$ cat config.mk
export PLATFORM = sky130hd
export DESIGN_NAME = testbus_monitor
export DESIGN_NICKNAME = d
export VERILOG_FILES = /design/src/rtl/testbus_monitor.sv
export SDC_FILE = /design/constraint.sdc
export NUM_CORES = 1
export LEC_CHECK = 0
export CAP_MARGIN = 20
export CELL_PAD_IN_SITES_DETAIL_PLACEMENT = 1
export CELL_PAD_IN_SITES_GLOBAL_PLACEMENT = 1
export CORE_AREA = 2 2 126 128
export CTS_CLUSTER_DIAMETER = 200
export DETAILED_ROUTE_END_ITERATION = 8
export DIE_AREA = 0 0 128 130
export GPL_TIMING_DRIVEN = 0
export PLACE_DENSITY_LB_ADDON = 0.05
export SYNTH_ARGS = -nofsm -noshare
export SYNTH_HDL_FRONTEND = slang
export SYNTH_SLANG_ARGS = --single-unit
$ cat constraint.sdc
create_clock -name i_CLK -period 7.9 [get_ports i_CLK]
set_input_delay 1.58 -clock i_CLK [delete_from_list [all_inputs] [get_ports i_CLK]]
set_output_delay 1.58 -clock i_CLK [all_outputs]
set_load 0.02 [all_outputs]
$ cat src/rtl/testbus_monitor.sv
// Test-bus logic analyser: synchronises an external 8-bit bus, arms on request,
// triggers on a masked compare, records value changes into a small buffer and
// plays them back one entry per read request. A stretched LED marks triggers.
module testbus_monitor #(
    parameter int unsigned DEPTH       = 16,
    parameter int unsigned LED_STRETCH = 200000
) (
    input  logic       i_CLK,
    input  logic       i_RESET,
    input  logic [7:0] iv_TEST,
    input  logic [7:0] iv_TRIG_MASK,
    input  logic [7:0] iv_TRIG_VALUE,
    input  logic       i_ARM,
    input  logic       i_RD_REQ,
    output logic       o_ARMED,
    output logic       o_DONE,
    output logic [7:0] ov_RD_DATA,
    output logic       o_RD_VALID,
    output logic [6:0] ov_COUNT,
    output logic       o_LED
);

    localparam int unsigned PtrW = $clog2(DEPTH);
    localparam int unsigned LedW = $clog2(LED_STRETCH + 1);

    localparam logic [6:0]      DepthCnt = 7'(DEPTH);
    localparam logic [PtrW-1:0] PtrLast  = PtrW'(DEPTH - 1);
    localparam logic [LedW-1:0] LedLoad  = LedW'(LED_STRETCH);

    typedef enum logic [1:0] {
        StIdle,
        StArmed,
        StCapture,
        StDone
    } state_e;

    state_e state_q, state_d;

    logic [7:0]      sync1_q, sync2_q, sync3_q;
    logic [6:0]      count_q, count_d;
    logic [PtrW-1:0] wptr_q, wptr_d;
    logic [PtrW-1:0] rptr_q, rptr_d;
    logic            rd_valid_q, rd_valid_d;
    logic [7:0]      rd_data_q, rd_data_d;
    logic [LedW-1:0] led_q;
    logic            led_load;

    logic            wr_en;
    logic [PtrW-1:0] wr_addr;
    logic            trig_match;

    logic [7:0] mem [DEPTH];

    assign trig_match = ((sync2_q ^ iv_TRIG_VALUE) & iv_TRIG_MASK) == 8'h00;

    // Two-flop synchroniser plus one extra stage for change detection.
    always_ff @(posedge i_CLK) begin
        if (i_RESET) begin
            sync1_q <= 8'h00;
            sync2_q <= 8'h00;
            sync3_q <= 8'h00;
        end else begin
            sync1_q <= iv_TEST;
            sync2_q <= sync1_q;
            sync3_q <= sync2_q;
        end
    end

    // Capture buffer; contents are never cleared, only overwritten.
    always_ff @(posedge i_CLK) begin
        if (wr_en) begin
            mem[wr_addr] <= sync2_q;
        end
    end

    // FSM state, counters, pointers and read-return registers.
    always_ff @(posedge i_CLK) begin
        if (i_RESET) begin
            state_q    <= StIdle;
            count_q    <= 7'd0;
            wptr_q     <= '0;
            rptr_q     <= '0;
            rd_valid_q <= 1'b0;
            rd_data_q  <= 8'h00;
        end else begin
            state_q    <= state_d;
            count_q    <= count_d;
            wptr_q     <= wptr_d;
            rptr_q     <= rptr_d;
            rd_valid_q <= rd_valid_d;
            rd_data_q  <= rd_data_d;
        end
    end

    // Next-state, buffer write control and read return.
    always_comb begin
        state_d    = state_q;
        count_d    = count_q;
        wptr_d     = wptr_q;
        rptr_d     = rptr_q;
        rd_valid_d = 1'b0;
        rd_data_d  = rd_data_q;
        wr_en      = 1'b0;
        wr_addr    = wptr_q;
        led_load   = 1'b0;

        unique case (state_q)
            StIdle: begin
                if (i_ARM) begin
                    state_d = StArmed;
                    count_d = 7'd0;
                    wptr_d  = '0;
                    rptr_d  = '0;
                end
            end
            StArmed: begin
                if (trig_match) begin
                    wr_en    = 1'b1;
                    wr_addr  = '0;
                    count_d  = 7'd1;
                    wptr_d   = PtrW'(1);
                    state_d  = StCapture;
                    led_load = 1'b1;
                end
            end
            StCapture: begin
                if (sync2_q != sync3_q) begin
                    wr_en   = 1'b1;
                    count_d = count_q + 7'd1;
                    // Pointer is left alone on the final write so it never wraps.
                    if (count_q + 7'd1 == DepthCnt) begin
                        state_d = StDone;
                    end else begin
                        wptr_d = wptr_q + PtrW'(1);
                    end
                end
            end
            StDone: begin
                // Re-arm abandons unread data and takes priority over a read.
                if (i_ARM) begin
                    state_d = StArmed;
                    count_d = 7'd0;
                    wptr_d  = '0;
                    rptr_d  = '0;
                end else if (i_RD_REQ) begin
                    rd_valid_d = 1'b1;
                    rd_data_d  = mem[rptr_q];
                    if (rptr_q == PtrLast) begin
                        state_d = StIdle;
                    end else begin
                        rptr_d = rptr_q + PtrW'(1);
                    end
                end
            end
            default: begin
                state_d = StIdle;
            end
        endcase
    end

    // Trigger LED: reload on every trigger, count down to zero.
    always_ff @(posedge i_CLK) begin
        if (i_RESET) begin
            led_q <= '0;
        end else if (led_load) begin
            led_q <= LedLoad;
        end else if (led_q != '0) begin
            led_q <= led_q - LedW'(1);
        end
    end

    assign o_ARMED    = (state_q == StArmed);
    assign o_DONE     = (state_q == StDone);
    assign ov_RD_DATA = rd_data_q;
    assign o_RD_VALID = rd_valid_q;
    assign ov_COUNT   = count_q;
    assign o_LED      = (led_q != '0);

endmodule
==> out/qor.txt <==
status - complete, no violations
Worst Setup Path Type - in -> reg
crit path cell chain - clkdlybuf4s50_1 > xor2_1 > a22oi_1 > nand2_1 > nor3_2 > o21ai_0 > nor3_1 > buf_4
placed cells - 807
antenna violations before repair - 0
type of the most critical hold path - reg -> reg
Final Net Count - 673
hold-fix buffer count after cts - 0
FF-to-FF End - mem[8][2]
Max clock buf depth - 2
Crit-path slowest cell - nor3_1
CTS Buf Count - 17
Final period util - 57.7%
PD cells - 278 nW/um2
ant diodes - 0
Mapped Area - 8110 um2
Post-CTS Setup Bufs - 0
Worst Path Buf+Inv - 2
hold depth - 1
Worst-Margin Slew - 1.06 ns
Die Span Y - 130 um
drt total wl - 20.5 mm
top_reg_cell synth - edfxtp_1
largest stage delay on the critical path - 0.76 ns
CTS sink cnt - 196
Finished Core Util - 61.7%
hpwl dp - 14.1 mm
Setup crit start kind - primary input
Yosys Warn Count - 0
worst hold endpoint - sync2_q[7]
FF-to-FF path depth - 7
leakage - 0.00310 uW
Worst VDD drop - 0.153 mV
Synth cell types - 58
Rows - 46
post-route ant nets - 0
Worst Hold Launch - sync1_q[7]
CP Data Arrival Time - 4.71 ns
first-pass GRT wire length - 31.6 mm
clock latency on the worst-skew pair - 0.44 ns
commonest cells after routing, fill and taps aside - edfxtp_1 (128), dfxtp_1 (68), clkdlybuf4s50_1 (46)
global-route usage over all layers - 26.1%
GPL Wtd Cong - 0.866
Final Max Slew Viols - 0
# DRC - 0
relative slew slack - 29.1%
minimum clock period - 4.56 ns
Wirelength per Cell - 24.5 um
Cells after Synth - 558
Resize count post-CTS - 0
register area share after synthesis - 64.1%
unrepaired setup endpoints after global routing - no
CORE AREA - 15400 um2
Fin. Hold Viols - 0
fillers - 1483
H-tree Lvls - 4
worst r2r src - sync2_q[1]
drt initial violations - 397
GR Overflow Total - 0
worst reg2reg setup slack - 4.03 ns
num ports - 47
CTS tree - built
Vias - 5122
f_max - 0.219 GHz
drt pass-1 iters - 5
Crit Path Max Fanout - 10
Synth Register Bits - 196
Die Wd - 128 um
max cap viols - 0
final cell count without fillers - 838
Layout Area Growth over Synthesis - 17.2%
share of cells above drive strength 1 - 15.6%
initial core utilization - 52.6%
FFs w/ async S/R, synth - 0%
vias per inst - 6.11
largest net degree at the start of global routing - 20
clock slew at reported path FFs - 0.07 ns
full die area - 16600 um2
Setup TNS - 0 ns
Setup Skew - 0.0105 ns
CTS root buf - clkbuf_16
CP Data Required Time - 8.05 ns
Setup violations, final - 0
EDFF count, synth - 128
Syn Nets - 597
total power - 2640 uW
Top Family by Delay on Critical Path - simple AND/OR/NAND/NOR gates
port bufs - 46
syn avg cell area - 14.5 um2
crit end category - register
vias in the first global route - 5434
commonest non-fill, non-tap cell in the layout - edfxtp_1
final cells by class:
type | count | area, um2 | area share (%)
plain buffers | 26 | 125 | 1.32
inverters | 15 | 58.8 | 0.618
well taps | 192 | 240 | 2.53
clock buffers | 17 | 425 | 4.47
clock inverters | 14 | 194 | 2.04
repair buffers | 57 | 538 | 5.66
flip-flops and latches | 196 | 5200 | 54.7
multi-input cells | 321 | 2730 | 28.7
cells in the mapped netlist (all sizes together) (3+ instances only):
cell type	instances	area (um2)
nand3	14	75.1
o2111ai	3	26.3
nor2b	27	169
nor4b	4	50.1
dfxtp	68	1360
a21oi	26	130
nor3	28	145
mux4	40	901
clkbuf	17	63.8
or4	7	60.1
o211ai	4	30.0
mux2i	3	30.0
nand2	35	131
and2	3	20.0
xnor2	14	123
xor2	16	140
a32o	5	50.1
nor4	9	62.6
or2	3	18.8
nand4	6	37.5
edfxtp	128	3840
nor2	22	82.6
buf	9	61.3
a22oi	4	30.0
o31ai	4	30.0
a31oi	4	25.0
inv	14	55.1
ha	11	138
o21ai	4	20.0
worst reg2reg max path: cells and delay by family, from the launching register on:
| kind | cells | cell delay [ns] |
|---|---|---|
| buffers and inverters | 1 | 0.29 |
| AO/OA/AOI/OAI | 2 | 0.69 |
| AND/OR/NAND/NOR | 3 | 1.57 |
| flip-flops | 1 | 0.89 |
| XOR/XNOR | 1 | 0.15 |
per-stage QoR:
step | hold slack (ns) | cell area (um2) | worst slack [ns]
after floorplan | 0.414 | 8110 | 4.26
after global placement | 0.417 | 8810 | 2.81
after detailed placement | 0.426 | 8890 | 2.98
after CTS | 0.442 | 9510 | 3.39
after global routing | 0.462 | 9510 | 3.13
final | 0.440 | 9510 | 3.34
registers in the layout, summed over array words and instances, names as in the netlist, 7 cells and up:
signal	cells
led_q	18
ov_COUNT	7
sync2_q	8
sync1_q	8
mem	128
sync3_q	8
ov_RD_DATA	8
power breakdown:
| group | switching (uW) | internal [uW] | leakage, uW |
|---|---|---|---|
| combinational | 311 | 218 | 0.00111 |
| sequential | 59.1 | 1140 | 0.00169 |
| clock | 407 | 507 | 0.000301 |
how the worst max path moves through the flow:
stage | from | end | slack (ns) | cells after the start
finish | iv_TRIG_VALUE[1] | mem[8][2] | 3.34 | 8
detailed placement | iv_TRIG_VALUE[1] | mem[8][2] | 2.98 | 8
floorplan | iv_TRIG_VALUE[1] | mem[12][0] | 4.26 | 6
global route | iv_TRIG_VALUE[3] | mem[8][3] | 3.13 | 8
global placement | iv_TRIG_VALUE[7] | mem[8][2] | 2.81 | 7
CTS | iv_TRIG_VALUE[1] | mem[8][3] | 3.39 | 8
kinds of logic after synthesis:
kind of cell	count (synthesis)	share of synthesized area, %
AOI/OAI and AO/OA	67	5.55
xor gates and xnor gates	30	3.24
adders and majority gates	11	1.70
buffers and inverters	41	2.27
DFF	196	64.1
muxes	43	11.5
and+or+nand+nor	170	11.6
metal layers:
metal	up-vias	part of all wire [%]	track usage [%]
met4	0	1.5	9.11
li1	2290	-	-
met3	25	5.0	4.55
met5	-	0	0
met1	2651	42	33.4
met2	156	52	45.4
Note: power is estimated with default switching activity, not from simulation.
